$ cat config.mk
export PLATFORM = sky130hd
export DESIGN_NAME = ama_riscv_dmem_arb
export DESIGN_NICKNAME = d
export VERILOG_FILES = /design/src/rtl/ama_riscv_dmem_arb.sv
export SDC_FILE = /design/constraint.sdc
export NUM_CORES = 1
export LEC_CHECK = 0
export CAP_MARGIN = 10
export CORE_AREA = 2 2 108 110
export CTS_BUF_LIST = sky130_fd_sc_hd__clkbuf_8
export DETAILED_ROUTE_END_ITERATION = 10
export DIE_AREA = 0 0 110 112
export GPL_ROUTABILITY_DRIVEN = 0
export PLACE_DENSITY = 0.6
export SLEW_MARGIN = 20
export SYNTH_ARGS = -nofsm -noshare
export SYNTH_HDL_FRONTEND = slang
export SYNTH_SLANG_ARGS = --single-unit
$ cat constraint.sdc
create_clock -name clk -period 3.4 [get_ports clk]
set_input_delay 0.34 -clock clk [delete_from_list [all_inputs] [get_ports clk]]
set_output_delay 0.34 -clock clk [all_outputs]
set_load 0.01 [all_outputs]
$ cat src/rtl/ama_riscv_dmem_arb.sv
// ----------------------------------------------------------------------------
// ama_riscv_dmem_arb
//   Arbitrates the single dcache request port between the core LSU
//   (requester 0) and an auxiliary master (requester 1). Load responses come
//   back in order and are routed to the requester that issued the load.
//
//   Requester 0 has priority. Requester 1 is promoted after waiting
//   STARVE_MAX consecutive cycles. A request stalled by the dcache keeps its
//   grant until it transfers. Loads are held back while the response ID FIFO
//   is full; stores are never held back by it.
//
// Parameters
//   ARCH_WIDTH  address/data width
//   MAX_OUTST   max outstanding loads (ID FIFO depth, power of 2, >=1)
//   STARVE_MAX  wait cycles before requester 1 is promoted (>=1)
//
// Ports
//   clk, rst                 clock, synchronous active-high reset
//   rN_req_*                 requester N: valid/ready/addr/wdata/dtype/rtype
//                            (rtype 1=store, 0=load; dtype 0=b,1=h,2=w)
//   m_req_*                  muxed request towards the dcache
//   m_rsp_valid/m_rsp_data   in-order dcache load response
//   rN_rsp_valid             routed response strobes
//   rsp_data                 shared response data (m_rsp_data passthrough)
//   err_rsp_unexp            sticky: response seen with empty ID FIFO
//
// Optional build macro DMEM_ARB_STATS_EN adds saturating counters
//   stat_gnt0/stat_gnt1 (transfers per requester) and stat_stall (cycles
//   with any request valid and no transfer).
// ----------------------------------------------------------------------------
module ama_riscv_dmem_arb #(
  parameter int ARCH_WIDTH = 32,
  parameter int MAX_OUTST  = 2,
  parameter int STARVE_MAX = 4
) (
  input  logic                  clk,
  input  logic                  rst,
  input  logic                  r0_req_valid,
  output logic                  r0_req_ready,
  input  logic [ARCH_WIDTH-1:0] r0_req_addr,
  input  logic [ARCH_WIDTH-1:0] r0_req_wdata,
  input  logic [1:0]            r0_req_dtype,
  input  logic                  r0_req_rtype,
  input  logic                  r1_req_valid,
  output logic                  r1_req_ready,
  input  logic [ARCH_WIDTH-1:0] r1_req_addr,
  input  logic [ARCH_WIDTH-1:0] r1_req_wdata,
  input  logic [1:0]            r1_req_dtype,
  input  logic                  r1_req_rtype,
  output logic                  m_req_valid,
  input  logic                  m_req_ready,
  output logic [ARCH_WIDTH-1:0] m_req_addr,
  output logic [ARCH_WIDTH-1:0] m_req_wdata,
  output logic [1:0]            m_req_dtype,
  output logic                  m_req_rtype,
  input  logic                  m_rsp_valid,
  input  logic [ARCH_WIDTH-1:0] m_rsp_data,
  output logic                  r0_rsp_valid,
  output logic                  r1_rsp_valid,
  output logic [ARCH_WIDTH-1:0] rsp_data,
  output logic                  err_rsp_unexp
`ifdef DMEM_ARB_STATS_EN
  ,
  output logic [31:0]           stat_gnt0,
  output logic [31:0]           stat_gnt1,
  output logic [31:0]           stat_stall
`endif
);

  localparam int PTR_W = (MAX_OUTST > 1) ? $clog2(MAX_OUTST) : 1;
  localparam int CNT_W = $clog2(MAX_OUTST + 1);
  localparam int AGE_W = $clog2(STARVE_MAX + 1);

  localparam logic [PTR_W-1:0] PTR_LAST = PTR_W'(MAX_OUTST - 1);
  localparam logic [CNT_W-1:0] CNT_FULL = CNT_W'(MAX_OUTST);
  localparam logic [AGE_W-1:0] AGE_MAX  = AGE_W'(STARVE_MAX);

  typedef enum logic {
    REQ0 = 1'b0,
    REQ1 = 1'b1
  } req_id_t;

  req_id_t          gnt_id;
  logic             gnt_valid;
  logic             lock_q;
  req_id_t          owner_q;
  logic [AGE_W-1:0] age_cnt;

  req_id_t          id_mem [MAX_OUTST];
  logic [PTR_W-1:0] wr_ptr;
  logic [PTR_W-1:0] rd_ptr;
  logic [CNT_W-1:0] fifo_cnt;
  logic             fifo_empty;
  logic             fifo_full;
  req_id_t          fifo_head;

  logic             r0_elig;
  logic             r1_elig;
  logic             xfer;
  logic             r1_xfer;
  logic             push;
  logic             pop;
  logic             err_q;

  function automatic logic [PTR_W-1:0] ptr_inc(input logic [PTR_W-1:0] p);
    return (p == PTR_LAST) ? '0 : p + 1'b1;
  endfunction

  assign fifo_empty = (fifo_cnt == '0);
  assign fifo_full  = (fifo_cnt == CNT_FULL);
  assign fifo_head  = id_mem[rd_ptr];

  // Full check uses the registered count only, so a same-cycle pop never
  // unblocks a load and m_rsp_valid has no path to m_req_valid.
  assign r0_elig = r0_req_valid && (r0_req_rtype || !fifo_full);
  assign r1_elig = r1_req_valid && (r1_req_rtype || !fifo_full);

  always_comb begin
    gnt_valid = 1'b0;
    gnt_id    = REQ0;
    if (!rst) begin
      if (lock_q) begin
        gnt_id    = owner_q;
        gnt_valid = (owner_q == REQ1) ? r1_elig : r0_elig;
      end else if (r1_elig && (age_cnt >= AGE_MAX)) begin
        gnt_valid = 1'b1;
        gnt_id    = REQ1;
      end else if (r0_elig) begin
        gnt_valid = 1'b1;
        gnt_id    = REQ0;
      end else if (r1_elig) begin
        gnt_valid = 1'b1;
        gnt_id    = REQ1;
      end
    end
  end

  always_comb begin
    m_req_addr  = '0;
    m_req_wdata = '0;
    m_req_dtype = '0;
    m_req_rtype = 1'b0;
    if (gnt_valid) begin
      if (gnt_id == REQ1) begin
        m_req_addr  = r1_req_addr;
        m_req_wdata = r1_req_wdata;
        m_req_dtype = r1_req_dtype;
        m_req_rtype = r1_req_rtype;
      end else begin
        m_req_addr  = r0_req_addr;
        m_req_wdata = r0_req_wdata;
        m_req_dtype = r0_req_dtype;
        m_req_rtype = r0_req_rtype;
      end
    end
  end

  assign m_req_valid  = gnt_valid;
  assign xfer         = gnt_valid && m_req_ready;
  assign r1_xfer      = xfer && (gnt_id == REQ1);
  assign r0_req_ready = xfer && (gnt_id == REQ0);
  assign r1_req_ready = r1_xfer;

  assign push = xfer && !m_req_rtype;
  assign pop  = m_rsp_valid && !fifo_empty && !rst;

  assign r0_rsp_valid  = pop && (fifo_head == REQ0);
  assign r1_rsp_valid  = pop && (fifo_head == REQ1);
  assign rsp_data      = m_rsp_data;
  assign err_rsp_unexp = err_q;

  always_ff @(posedge clk) begin
    if (rst) begin
      lock_q   <= 1'b0;
      owner_q  <= REQ0;
      age_cnt  <= '0;
      wr_ptr   <= '0;
      rd_ptr   <= '0;
      fifo_cnt <= '0;
      err_q    <= 1'b0;
    end else begin
      // Lock is held exactly while a presented request is stalled; it drops
      // on the transfer cycle.
      lock_q <= gnt_valid && !m_req_ready;
      if (gnt_valid) owner_q <= gnt_id;

      if (r1_req_valid && !r1_xfer) begin
        if (age_cnt != AGE_MAX) age_cnt <= age_cnt + 1'b1;
      end else begin
        age_cnt <= '0;
      end

      if (push) wr_ptr <= ptr_inc(wr_ptr);
      if (pop)  rd_ptr <= ptr_inc(rd_ptr);
      if (push && !pop)      fifo_cnt <= fifo_cnt + 1'b1;
      else if (!push && pop) fifo_cnt <= fifo_cnt - 1'b1;

      if (m_rsp_valid && fifo_empty) err_q <= 1'b1;
    end
  end

  // ID storage needs no reset: entries are only read behind a valid count.
  always_ff @(posedge clk) begin
    if (push) id_mem[wr_ptr] <= gnt_id;
  end

`ifdef DMEM_ARB_STATS_EN
  logic stall;
  assign stall = (r0_req_valid || r1_req_valid) && !xfer;

  always_ff @(posedge clk) begin
    if (rst) begin
      stat_gnt0  <= '0;
      stat_gnt1  <= '0;
      stat_stall <= '0;
    end else begin
      if (r0_req_ready && (stat_gnt0 != '1))  stat_gnt0  <= stat_gnt0 + 1'b1;
      if (r1_xfer && (stat_gnt1 != '1))       stat_gnt1  <= stat_gnt1 + 1'b1;
      if (stall && (stat_stall != '1))        stat_stall <= stat_stall + 1'b1;
    end
  end
`endif

endmodule

==> metrics.txt, run 1 <==
# TYPE chip_impl_metric gauge
chip_impl_metric{name="summed_negative_setup_slack_over_all_endpoints",unit="ps"} 0
chip_impl_metric{name="clk_latency_worst_skew_pair",unit="ps"} 250
chip_impl_metric{name="layout_setup_ws",unit="ps"} 326
chip_impl_info{name="run_status",value="finished clean"} 1
chip_impl_metric{name="final.hold.worst_slack",unit="ps"} 465
chip_impl_metric{name="wirelength_met1",unit="microns"} 3420
chip_impl_info{name="critical_path.startpoint",value="r0_req_valid"} 1
chip_impl_metric{name="holdPathStages",unit=""} 2
chip_impl_info{name="start_kind",value="input port"} 1
chip_impl_metric{name="postCtsSetupRepairBufs",unit=""} 0
chip_impl_metric{name="vdd_ir_drop_max",unit="V"} 0.000182
chip_impl_info{name="most_frequent_standard_cell_in_the_layout_excluding_fill_and_tap_cells",value="sky130_fd_sc_hd__clkdlybuf4s50_1"} 1
chip_impl_metric{name="dp_hpwl",unit="microns"} 6850
chip_impl_metric{name="final_cell_count_no_fill",unit=""} 643
chip_impl_metric{name="placedCellCount",unit=""} 639
chip_impl_metric{name="dpl_cell_area",unit="sq um"} 3910
chip_impl_info{name="grt_setup_unrepaired",value="false"} 1
chip_impl_metric{name="maxCapViolations",unit=""} 0
chip_impl_info{name="min-delay-start",value="err_rsp_unexp"} 1
chip_impl_metric{name="rows",unit=""} 39
chip_impl_metric{name="post-route-drc-count",unit=""} 0
chip_impl_metric{name="crit_fanout",unit=""} 38
chip_impl_metric{name="gr-total-overflow",unit=""} 0
chip_impl_metric{name="swShare",unit=""} 0.342
chip_impl_metric{name="layout.nets",unit=""} 676
chip_impl_metric{name="final_period_minus_worst_setup_slack",unit="ps"} 3070
chip_impl_metric{name="groute.usage.overall",unit=""} 0.128
chip_impl_metric{name="route.vias.total",unit=""} 2770
chip_impl_info{name="worstReg2RegEnd",value="fifo_cnt[1]"} 1
chip_impl_metric{name="number_of_global_route_vias_before_repair",unit=""} 2733
chip_impl_metric{name="worst_ep_arrival_time",unit="ps"} 2730
chip_impl_metric{name="synth.cell_area",unit="sq um"} 1870
chip_impl_metric{name="dieWidth",unit="microns"} 110
chip_impl_metric{name="ys_seq_area_frac",unit=""} 0.150
chip_impl_metric{name="maxClockFrequency",unit="MHz"} 325
chip_impl_metric{name="detailedRoute.firstPassIterationCount",unit=""} 4
chip_impl_metric{name="cts_htree_levels",unit=""} 1
chip_impl_metric{name="p_sw",unit="mW"} 0.301
chip_impl_metric{name="cts.path.max_buffers",unit=""} 2
chip_impl_metric{name="tritoncts_buffers",unit=""} 3
chip_impl_metric{name="cts.reportedPaths.clkPinSlew",unit="ps"} 60
chip_impl_metric{name="clock_sinks",unit=""} 13
chip_impl_metric{name="power_per_cell_area",unit="nW/um^2"} 223
chip_impl_metric{name="die-area",unit="sq um"} 12300
chip_impl_metric{name="placement.setup.worst_slack",unit="ps"} 227
chip_impl_metric{name="clock_power_share",unit=""} 0.160
chip_impl_metric{name="worst-r2r-cell-count",unit=""} 8
chip_impl_metric{name="yosysUniqueCellTypes",unit=""} 33
chip_impl_metric{name="crit_required",unit="ps"} 3060
chip_impl_metric{name="effective_utilization_at_floorplan",unit=""} 0.168
chip_impl_metric{name="io_pins",unit=""} 277
chip_impl_metric{name="die_h",unit="microns"} 112
chip_impl_info{name="highest_layer",value="met4"} 1
chip_impl_metric{name="final_antenna_net_count",unit=""} 0
chip_impl_metric{name="detail_route.vias_per_cell",unit=""} 4.31
chip_impl_metric{name="p_leak",unit="nW"} 1.53
chip_impl_metric{name="synthesis.instances",unit=""} 331
chip_impl_metric{name="wl",unit="microns"} 8510
chip_impl_info{name="timing.rr.start",value="fifo_cnt[0]"} 1
chip_impl_metric{name="synth.ff_latch_count",unit=""} 13
chip_impl_info{name="worst_hold_check_path_type",value="reg2reg"} 1
chip_impl_metric{name="p_int",unit="mW"} 0.580
chip_impl_metric{name="post_synth.cell_area_avg",unit="sq um"} 5.65
chip_impl_metric{name="design_area",unit="sq um"} 3950
chip_impl_metric{name="initial_antenna_violation_count",unit=""} 0
chip_impl_metric{name="cts_resized",unit=""} 0
chip_impl_metric{name="drtIter0Drc",unit=""} 126
chip_impl_metric{name="wl_per_cell",unit="microns"} 13.2
chip_impl_metric{name="finalHoldViolations",unit=""} 0
chip_impl_metric{name="design.core.area",unit="sq um"} 11200
chip_impl_metric{name="worst_pin_slew",unit="ps"} 408
chip_impl_metric{name="clock_skew",unit="ps"} 4.31
chip_impl_info{name="cts.root.buffer_cell",value="sky130_fd_sc_hd__clkbuf_8"} 1
chip_impl_metric{name="cts_hold_buf",unit=""} 0
chip_impl_metric{name="power.share.combinational",unit=""} 0.637
chip_impl_info{name="tritoncts",value="yes"} 1
chip_impl_metric{name="layout-drive-gt1-share",unit=""} 0.0340
chip_impl_metric{name="met3_wirelength",unit="microns"} 828
chip_impl_info{name="worstSetupEndpointType",value="output port"} 1
chip_impl_info{name="timing_worst_setup_path_type",value="in2out"} 1
chip_impl_metric{name="routed-wl-met2",unit="microns"} 4230
chip_impl_metric{name="reg2reg_setup_slack",unit="ps"} 880
chip_impl_info{name="most-common-layout-cells",value="sky130_fd_sc_hd__clkdlybuf4s50_1, sky130_fd_sc_hd__nand2_1, sky130_fd_sc_hd__a21oi_1"} 1
chip_impl_metric{name="buffers_on_ports",unit=""} 212
chip_impl_metric{name="regArea",unit="sq um"} 280
chip_impl_metric{name="timing.final.max_slew_violations",unit=""} 0
chip_impl_metric{name="power.share.sequential",unit=""} 0.204
chip_impl_metric{name="slew_headroom",unit=""} 0.728
chip_impl_metric{name="synth.yosys.warnings",unit=""} 0
chip_impl_metric{name="crit_share_post_route",unit=""} 0.904
chip_impl_metric{name="filler_cell_count",unit=""} 1168
chip_impl_metric{name="num_antenna_cells",unit=""} 0
chip_impl_metric{name="area_delta_synth_final",unit="%"} 111
chip_impl_info{name="worstHoldEndpoint",value="err_rsp_unexp"} 1
chip_impl_metric{name="grt_first_pass_wirelength",unit="microns"} 12900
chip_impl_metric{name="pin_count_of_the_biggest_net_entering_global_routing",unit=""} 40
chip_impl_metric{name="timing.final.setup_violations",unit=""} 0
chip_impl_metric{name="synthesis.nets",unit=""} 506
chip_impl_metric{name="multiInputGateArea",unit="sq um"} 1240
-- power groups by stage --
stage	clock, mW	sequential [mW]	combinational [mW]
after floorplan	0	0.181	0.250
after CTS	0.144	0.180	0.566
after detailed placement	0	0.183	0.562
after global placement	0	0.182	0.556
after global routing	0.151	0.182	0.606
final	0.140	0.180	0.561
-- worst max path at each step --
| stage | end | slack [ps] | cells past startpoint |
|---|---|---|---|
| 2_1_floorplan | fifo_cnt[1] | 1250 | 8 |
| 3_3_place_gp | m_req_addr[5] | 280 | 8 |
| 3_5_place_dp | m_req_addr[5] | 230 | 8 |
| 4_1_cts | m_req_addr[5] | 240 | 8 |
| 5_1_grt | m_req_addr[5] | 100 | 8 |
| 6_report | m_req_addr[5] | 330 | 8 |
-- per-stage QoR --
stage | total power [mW] | util
floorplan | 0.431 | -
global placement | 0.738 | 0.350
detailed placement | 0.745 | 0.350
CTS | 0.889 | 0.354
global route | 0.939 | 0.354
finish | 0.881 | 0.354
-- metal layers --
metal | global-route usage | vias to the layer above
li1 | - | 1378
met1 | 0.153 | 1243
met2 | 0.230 | 143
met3 | 0.0369 | 6
met4 | 0.0152 | 0
met5 | 0 | -
-- cells by family after synthesis --
family | count (synthesis) | synth area share
AO/OA/AOI/OAI | 80 | 0.234
XOR/XNOR | 4 | 0.0187
adder cells (fa/ha/maj) | 3 | 0.0201
buffers and inverters | 60 | 0.199
flip-flops | 13 | 0.150
multiplexers | 2 | 0.0107
AND/OR/NAND/NOR | 169 | 0.368
-- registers in the layout, indices dropped and copies added, names as in the netlist, named ones only --
| register | count |
|---|---|
| err_rsp_unexp | 1 |
| id_mem | 2 |
| wr_ptr | 1 |
| rd_ptr | 1 |
| fifo_cnt | 2 |
| age_cnt | 3 |
| owner_q | 1 |
| lock_q | 1 |
-- area by class of cell --
cell class | instances | share of cell area
clock buffers | 3 | 0.0104
clock inverters | 1 | 0.000950
inverters | 6 | 0.00570
multi-input cells | 258 | 0.313
flip-flops and latches | 13 | 0.0709
well taps | 143 | 0.0453
repair buffers | 219 | 0.553
-- cell usage after synthesis --
cell	instances	area, sq um
sky130_fd_sc_hd__and3b_1	1	8.76
sky130_fd_sc_hd__or3b_1	1	8.76
sky130_fd_sc_hd__xnor2_1	1	8.76
sky130_fd_sc_hd__xor2_1	3	26.3
sky130_fd_sc_hd__a2111o_1	1	11.3
sky130_fd_sc_hd__ha_1	3	37.5
sky130_fd_sc_hd__nand3_1	1	5.00
sky130_fd_sc_hd__dfxtp_1	11	220
sky130_fd_sc_hd__o21ai_0	4	20.0
sky130_fd_sc_hd__nor3_1	1	5.00
sky130_fd_sc_hd__inv_2	2	7.51
sky130_fd_sc_hd__or3_1	1	6.26
sky130_fd_sc_hd__a21oi_1	69	345
sky130_fd_sc_hd__nor2b_1	4	25.0
sky130_fd_sc_hd__nor3b_2	1	12.5
sky130_fd_sc_hd__o211ai_1	1	7.51
sky130_fd_sc_hd__nor2_1	13	48.8
sky130_fd_sc_hd__clkbuf_1	7	26.3
sky130_fd_sc_hd__nand2_1	139	522
sky130_fd_sc_hd__edfxtp_1	2	60.1
sky130_fd_sc_hd__a211oi_2	1	12.5
sky130_fd_sc_hd__a21oi_2	1	8.76
sky130_fd_sc_hd__nor4_1	1	6.26
sky130_fd_sc_hd__nor3_2	1	10.0
sky130_fd_sc_hd__buf_4	35	263
sky130_fd_sc_hd__mux2i_1	2	20.0
sky130_fd_sc_hd__buf_2	12	60.1
sky130_fd_sc_hd__and2_1	2	12.5
sky130_fd_sc_hd__a41oi_2	1	16.3
sky130_fd_sc_hd__a31o_1	1	8.76
sky130_fd_sc_hd__inv_1	4	15.0
sky130_fd_sc_hd__a211oi_1	1	7.51
sky130_fd_sc_hd__nand2b_1	3	18.8
-- critical path, cell delays in order --
cell and delay, ps:
sky130_fd_sc_hd__clkdlybuf4s50_1 520, sky130_fd_sc_hd__nor2b_1 240, sky130_fd_sc_hd__nand2_1 130, sky130_fd_sc_hd__a21oi_4 190, sky130_fd_sc_hd__buf_4 370, sky130_fd_sc_hd__nand2_1 110
sky130_fd_sc_hd__a21oi_1 220, sky130_fd_sc_hd__clkdlybuf4s50_1 600
Power figures use the tool's default switching activity.
==> run 2, diff against run 1 <==
Settings changed: HOLD_SLACK_MARGIN from default to 0.06.
==> results of run 2 <==
Final layout, timing and power as in run 1 (identical DEF).
==> run 3, diff against run 2 <==
Settings changed: CAP_MARGIN 10 to default.
==> results of run 3 <==
Final layout, timing and power as in run 1 (identical DEF).
